<file path="config.mk">
export PLATFORM = sky130hd
export DESIGN_NAME = mdu
export DESIGN_NICKNAME = d
export VERILOG_FILES = /design/src/rtl/mdu_pkg.sv /design/src/rtl/mdu_div.sv /design/src/rtl/mdu.sv
export SDC_FILE = /design/constraint.sdc
export NUM_CORES = 2
export LEC_CHECK = 0
export BUFFER_PORTS_ARGS = -buffer_cell sky130_fd_sc_hd__buf_2
export CAP_MARGIN = 20
export CORE_MARGIN = 1.5
export CORE_UTILIZATION = 40
export CTS_BUF_LIST = sky130_fd_sc_hd__clkbuf_4 sky130_fd_sc_hd__clkbuf_8 sky130_fd_sc_hd__clkbuf_16
export CTS_CLUSTER_DIAMETER = 30
export DETAILED_ROUTE_END_ITERATION = 16
export PLACE_DENSITY = 0.64
export SYNTH_ARGS = -nofsm -noshare
export SYNTH_HDL_FRONTEND = slang
export SYNTH_SLANG_ARGS = --single-unit
</file>
<file path="constraint.sdc">
create_clock -name clk -period 12.28 [get_ports clk]
set_input_delay 2.456 -clock clk [delete_from_list [all_inputs] [get_ports clk]]
set_output_delay 2.456 -clock clk [all_outputs]
set_load 0.01 [all_outputs]
</file>
<file path="src/rtl/mdu_pkg.sv">
// Shared encodings for the multiply/divide unit: operation codes, FSM states and divider depth.
package mdu_pkg;

    localparam int DIV_STEPS = 32;

    localparam logic [2:0] MDU_NONE  = 3'd0;
    localparam logic [2:0] MDU_MULT  = 3'd1;
    localparam logic [2:0] MDU_MULTU = 3'd2;
    localparam logic [2:0] MDU_DIV   = 3'd3;
    localparam logic [2:0] MDU_DIVU  = 3'd4;
    localparam logic [2:0] MDU_MTHI  = 3'd5;
    localparam logic [2:0] MDU_MTLO  = 3'd6;

    typedef enum logic [1:0] {
        ST_IDLE = 2'd0,
        ST_MUL  = 2'd1,
        ST_DIV  = 2'd2,
        ST_DONE = 2'd3
    } mduState_t;

    function automatic logic isMulOp(input logic [2:0] op);
        return (op == MDU_MULT) || (op == MDU_MULTU);
    endfunction

    function automatic logic isDivOp(input logic [2:0] op);
        return (op == MDU_DIV) || (op == MDU_DIVU);
    endfunction

endpackage

</file>
<file path="src/rtl/mdu_div.sv">
// Iterative restoring divider: one quotient bit per step, sign-corrected result presented with the done pulse.
module mdu_div
    import mdu_pkg::*;
#(
    parameter int STEPS = 32
) (
    input  logic        clk,
    input  logic        rst,
    input  logic        start,
    input  logic        step,
    input  logic [31:0] dividendMag,
    input  logic [31:0] divisorMag,
    input  logic [31:0] dividendRaw,
    input  logic        quoNeg,
    input  logic        remNeg,
    output logic        done,
    output logic [31:0] quotient,
    output logic [31:0] remainder
);

    localparam int CNT_W = $clog2(STEPS);
    localparam logic [CNT_W-1:0] LAST_STEP = CNT_W'(STEPS - 1);

    logic [31:0]      rem_r;
    logic [31:0]      quo_r;
    logic [31:0]      dvs_r;
    logic [31:0]      raw_r;
    logic [CNT_W-1:0] count_r;
    logic             quoNeg_r;
    logic             remNeg_r;
    logic             zero_r;

    logic [32:0] shifted_s;
    logic        fits_s;
    logic [31:0] nextRem_s;
    logic [31:0] nextQuo_s;

    // Trial subtraction of the divisor from the shifted partial remainder.
    always_comb begin
        shifted_s = {rem_r, quo_r[31]};
        fits_s    = (shifted_s >= {1'b0, dvs_r});
        nextQuo_s = {quo_r[30:0], fits_s};
        if (fits_s) begin
            nextRem_s = shifted_s[31:0] - dvs_r;
        end else begin
            nextRem_s = shifted_s[31:0];
        end
    end

    // Final step: divide-by-zero bypass, otherwise sign-correct the magnitudes.
    always_comb begin
        done = step && (count_r == LAST_STEP);
        if (zero_r) begin
            quotient  = 32'hFFFF_FFFF;
            remainder = raw_r;
        end else begin
            quotient  = quoNeg_r ? (32'd0 - nextQuo_s) : nextQuo_s;
            remainder = remNeg_r ? (32'd0 - nextRem_s) : nextRem_s;
        end
    end

    // Operand latch on start, then one restoring iteration per enabled step.
    always_ff @(posedge clk) begin
        if (rst) begin
            rem_r    <= 32'd0;
            quo_r    <= 32'd0;
            dvs_r    <= 32'd0;
            raw_r    <= 32'd0;
            count_r  <= '0;
            quoNeg_r <= 1'b0;
            remNeg_r <= 1'b0;
            zero_r   <= 1'b0;
        end else if (start) begin
            rem_r    <= 32'd0;
            quo_r    <= dividendMag;
            dvs_r    <= divisorMag;
            raw_r    <= dividendRaw;
            count_r  <= '0;
            quoNeg_r <= quoNeg;
            remNeg_r <= remNeg;
            zero_r   <= (divisorMag == 32'd0);
        end else if (step) begin
            rem_r   <= nextRem_s;
            quo_r   <= nextQuo_s;
            count_r <= count_r + CNT_W'(1);
        end
    end

endmodule

</file>
<file path="src/rtl/mdu.sv">
// EX-stage multiply/divide unit: owns HI/LO, sequences MULT/DIV and holds the pipeline through MDUReadyE.
module mdu
    import mdu_pkg::*;
#(
    parameter int DIV_STEPS = 32
) (
    input  logic        clk,
    input  logic        rst,
    input  logic [2:0]  MDUOpE,
    input  logic [31:0] SrcAE,
    input  logic [31:0] SrcBE,
    input  logic        MemStall,
    input  logic        ExceptDealM,
    output logic        MDUReadyE,
    output logic [31:0] HiE,
    output logic [31:0] LoE
);

    mduState_t state_r;
    mduState_t nextState_s;

    logic [31:0] rHi_r;
    logic [31:0] rLo_r;
    logic [31:0] hi_r;
    logic [31:0] lo_r;

    logic        advance_s;
    logic [63:0] extA_s;
    logic [63:0] extB_s;
    logic [63:0] product_s;
    logic        aNeg_s;
    logic        bNeg_s;
    logic [31:0] magA_s;
    logic [31:0] magB_s;
    logic        divStart_s;
    logic        divStep_s;
    logic        divDone_s;
    logic [31:0] divQuo_s;
    logic [31:0] divRem_s;

    // The low 64 bits of a 64x64 product equal the 32x32 result once operands are extended by signedness.
    always_comb begin
        advance_s = !MemStall && !ExceptDealM;
        if (MDUOpE == MDU_MULT) begin
            extA_s = {{32{SrcAE[31]}}, SrcAE};
            extB_s = {{32{SrcBE[31]}}, SrcBE};
        end else begin
            extA_s = {32'd0, SrcAE};
            extB_s = {32'd0, SrcBE};
        end
        product_s  = extA_s * extB_s;
        aNeg_s     = (MDUOpE == MDU_DIV) && SrcAE[31];
        bNeg_s     = (MDUOpE == MDU_DIV) && SrcBE[31];
        magA_s     = aNeg_s ? (32'd0 - SrcAE) : SrcAE;
        magB_s     = bNeg_s ? (32'd0 - SrcBE) : SrcBE;
        divStart_s = (state_r == ST_IDLE) && isDivOp(MDUOpE) && advance_s;
        divStep_s  = (state_r == ST_DIV) && advance_s;
    end

    mdu_div #(
        .STEPS(DIV_STEPS)
    ) u_div (
        .clk        (clk),
        .rst        (rst),
        .start      (divStart_s),
        .step       (divStep_s),
        .dividendMag(magA_s),
        .divisorMag (magB_s),
        .dividendRaw(SrcAE),
        .quoNeg     (aNeg_s ^ bNeg_s),
        .remNeg     (aNeg_s),
        .done       (divDone_s),
        .quotient   (divQuo_s),
        .remainder  (divRem_s)
    );

    // FSM state register.
    always_ff @(posedge clk) begin
        if (rst) begin
            state_r <= ST_IDLE;
        end else begin
            state_r <= nextState_s;
        end
    end

    // Next-state logic; a freeze outranks a flush.
    always_comb begin
        nextState_s = state_r;
        if (MemStall) begin
            nextState_s = state_r;
        end else if (ExceptDealM) begin
            nextState_s = ST_IDLE;
        end else begin
            case (state_r)
                ST_IDLE: begin
                    if (isMulOp(MDUOpE)) begin
                        nextState_s = ST_MUL;
                    end else if (isDivOp(MDUOpE)) begin
                        nextState_s = ST_DIV;
                    end else begin
                        nextState_s = ST_IDLE;
                    end
                end
                ST_MUL:  nextState_s = ST_DONE;
                ST_DIV: begin
                    if (divDone_s) begin
                        nextState_s = ST_DONE;
                    end else begin
                        nextState_s = ST_DIV;
                    end
                end
                ST_DONE: nextState_s = ST_IDLE;
                default: nextState_s = ST_IDLE;
            endcase
        end
    end

    // Ready output: low while a long operation is starting or in flight.
    always_comb begin
        case (state_r)
            ST_IDLE: MDUReadyE = !(isMulOp(MDUOpE) || isDivOp(MDUOpE));
            ST_MUL:  MDUReadyE = 1'b0;
            ST_DIV:  MDUReadyE = 1'b0;
            ST_DONE: MDUReadyE = 1'b1;
            default: MDUReadyE = 1'b1;
        endcase
    end

    // Result staging and HI/LO; architectural registers change only at DONE exit or on MTHI/MTLO.
    always_ff @(posedge clk) begin
        if (rst) begin
            rHi_r <= 32'd0;
            rLo_r <= 32'd0;
            hi_r  <= 32'd0;
            lo_r  <= 32'd0;
        end else if (advance_s) begin
            if ((state_r == ST_IDLE) && isMulOp(MDUOpE)) begin
                rHi_r <= product_s[63:32];
                rLo_r <= product_s[31:0];
            end else if (divDone_s) begin
                rHi_r <= divRem_s;
                rLo_r <= divQuo_s;
            end
            if (state_r == ST_DONE) begin
                hi_r <= rHi_r;
                lo_r <= rLo_r;
            end else if ((state_r == ST_IDLE) && (MDUOpE == MDU_MTHI)) begin
                hi_r <= SrcAE;
            end else if ((state_r == ST_IDLE) && (MDUOpE == MDU_MTLO)) begin
                lo_r <= SrcAE;
            end
        end
    end

    assign HiE = hi_r;
    assign LoE = lo_r;

endmodule

</file>
==> results.md <==
* DP HPWL at roughly 170000 um
* Row count at about 150
* Max_slew headroom at 0.234
* Total global-route track usage at 0.262
* GP Congestion at ~1
* Via count at around 50000
* WL final at 209000 um
* Synth async-reset ratio at 0
* H-tree Lvls at 2
* CTS tree: done
* Fin crit share at 0.955
* Die X at around 400 um
* CTS Buffer Depth at 3
* CP Data Arrival Time at between 10 and 15 ns
* Most common cell on crit path: fa_1
* Most common cell in the netlist: inv_1
* WS Path Type: in2reg
* Yosys reg bits at about 270
* Max-cap violations at 0
* Crit path required time at around 13 ns
* Die Height at about 400 um
* Routed length per instance at roughly 23 um
* Largest net degree at the start of global routing at between 150 and 200
* Post-synth EDFFs at 0
* Hold Path Class: reg2reg
* Initial antenna violation count at 17
* Area growth from synthesis to layout at 7.80%
* Post-synthesis sequential area ratio at 0.0837
* Ys flop type: dfxtp_1
* Cts bufs inserted at 57
* Warnings, synthesis at 0
* Clk root buf: clkbuf_16
* Initial core utilization at 0.402
* CP Capture Type: register
* Fin util at 0.434
* Max Freq at between 80 and 90 MHz
* Clk sinks at about 270
* Worst setup SP type: input pin
* # DRC at 0
* Synth top area share at 0.447
* Fin nets at 9000
* Hold-fix buffers, CTS at 0
* Final setup viols at 0
* Number of global-route vias before repair at around 53000
* PortBufs at approximately 140
* DRT iter0 DRCs at 4268
* Slew Viols, Final at 0
* Gate Count Post-Synth at approximately 7200
* Final Hold Vio Count at 0
* RSZ-0062 raised after global routing: false
* Largest cells by area after synthesis: fa_1 (45%), inv_1 (9.2%), dfxtp_1 (8.4%)
* Drt pass-1 iters at 6
* Commonest cells in the netlist: inv_1 (1557), fa_1 (1420), nand2_1 (946)
* Worst-path maximum fanout at 20
* Slowest CP cell: o41ai_1
* Layout cells sized above 1 at 0.0634
* Crit path max-delay family: adder cells
* Critical path's largest stage delay at 0.75 ns
* Post-synthesis cell type count at 95
* Final Skew at 0.0442 ns
* Syn Nets at 9083
* CTS clk-pin slew, worst paths at 0.05 ns
* # IOs at 136
* Synth area leader: fa_1
* Actual slew at the worst max-slew pin at roughly 1.1 ns
* DR vias/cell at 5.42
* Clock period minus worst slack at approximately 12 ns
* Post-Syn Area at 63700 um^2
* First-pass GRT wire length at ~320000 um
* Mapped Avg Cell Area at 8.79 um^2
* Status: completed
* Worst skew pair latency at between 0.6 and 0.7 ns
* Core Area at ~160000 um^2
* Die ar. at roughly 160000 um^2
* Post-route ant nets at 0
* Crit path buf inv count at 9
* Total gr overflow at 0
## through the flow
| stage | setup WS, ns | hold WS [ns] | setup TNS, ns | instance area (um^2) | std cells |
|---|---|---|---|---|---|
| 5_1_grt | 0.0981 | 0.461 | 0 | 68600 | 9280 |
| 3_3_place_gp | -0.00944 | 0.426 | -0.00944 | 66500 | 9167 |
| 2_1_floorplan | 0.773 | 0.416 | 0 | 63700 | 7242 |
| 4_1_cts | 0.369 | 0.451 | 0 | 68500 | 9275 |
| 6_report | 0.558 | 0.448 | 0 | 68600 | 9286 |
| 3_5_place_dp | -0.154 | 0.442 | -0.343 | 66500 | 9167 |
## worst paths after layout
| path | slack, ns | endpoint | cells past startpoint | start |
|---|---|---|---|---|
| setup / recovery | 0.56 | rHi_r[24]$_SDFFE_PP0P_ | 32 | SrcAE[14] |
| hold / removal | 0.45 | u_div.raw_r[21]$_SDFFE_PP0P_ | 2 | u_div.raw_r[21]$_SDFFE_PP0P_ |
| setup reg to reg | 6.35 | rHi_r[24]$_SDFFE_PP0P_ | 19 | u_div.rem_r[0]$_SDFFE_PP0P_ |
| hold reg to reg | 0.45 | u_div.raw_r[21]$_SDFFE_PP0P_ | 2 | u_div.raw_r[21]$_SDFFE_PP0P_ |
## layer usage
| layer | track usage | share of wire |
|---|---|---|
| met4 | 0.102 | 0.045 |
| met1 | 0.342 | 0.40 |
| met3 | 0.0431 | 0.080 |
| met2 | 0.435 | 0.47 |
| met5 | 0 | 0.00053 |
## final cells by class
class | count | area (um^2)
clock inverters | 42 | 480
repair buffers | 302 | 2010
clock buffers | 66 | 1530
inverters | 1558 | 5850
flip-flops and latches | 266 | 5330
fillers | 15530 | 89600
diodes | 6 | 15.0
well taps | 2072 | 2590
multi-input cells | 4974 | 50800
## worst register-to-register path: stages, from the launching register on
cell	delay, ns
dfxtp_1	0.50
ha_1	0.30
nor2b_1	0.16
o31ai_1	0.44
a21o_1	0.36
a2111o_1	0.35
and3_1	0.61
nor2_8	0.10
o21ai_0	0.45
ha_1	0.29
inv_1	0.07
nor2_1	0.11
nand2_1	0.11
nor4_2	0.25
o221ai_2	0.23
nor4_4	0.48
nand4_1	0.23
mux2i_1	0.22
a221oi_1	0.39
a211oi_1	0.12
## cell usage in the layout, fill, tap and decap left out, drive strengths merged, types with 20 or more instances in the layout
cell type,n
nor4,26
nor2b,46
o21ai,125
nand4,27
nand3,30
a21o,70
clkbuf,66
a311oi,20
inv,1568
and2,411
o221ai,23
o211ai,22
xor2,92
o21a,21
and3,31
fa,1420
nor2,346
nor3,57
xnor2,157
ha,350
a211oi,153
a21oi,299
buf,302
o31ai,24
o41ai,22
nand2,947
dfxtp,266
mux2i,32
a221oi,20
## kinds of logic after synthesis
group,Yosys count,share of synthesized area
buf+inv,2002,0.119
simple gates,1999,0.146
fa+ha+maj,1770,0.515
compound gates,919,0.0961
flops,266,0.0837
xor+xnor,249,0.0343
mux,37,0.00592
## repair_timing
item / in CTS / in global routing
gates resized for setup: 0 / 1
endpoints found under the setup margin: 0 / 2
setup buffers: 0 / 0
endpoints found under the hold margin: 0 / 0
## state kept, by name, summed over array words and instances (netlist names)
signal / count
u_div.rem_r: 32
rHi_r: 32
rLo_r: 32
LoE: 32
u_div.count_r: 5
u_div.quoNeg_r: 1
HiE: 32
u_div.dvs_r: 32
u_div.remNeg_r: 1
state_r: 2
u_div.quo_r: 32
u_div.zero_r: 1
u_div.raw_r: 32
Power is left out: the tool's default activity adds up to more than one toggle a clock period on the data nets, which glitch-free logic cannot reach.
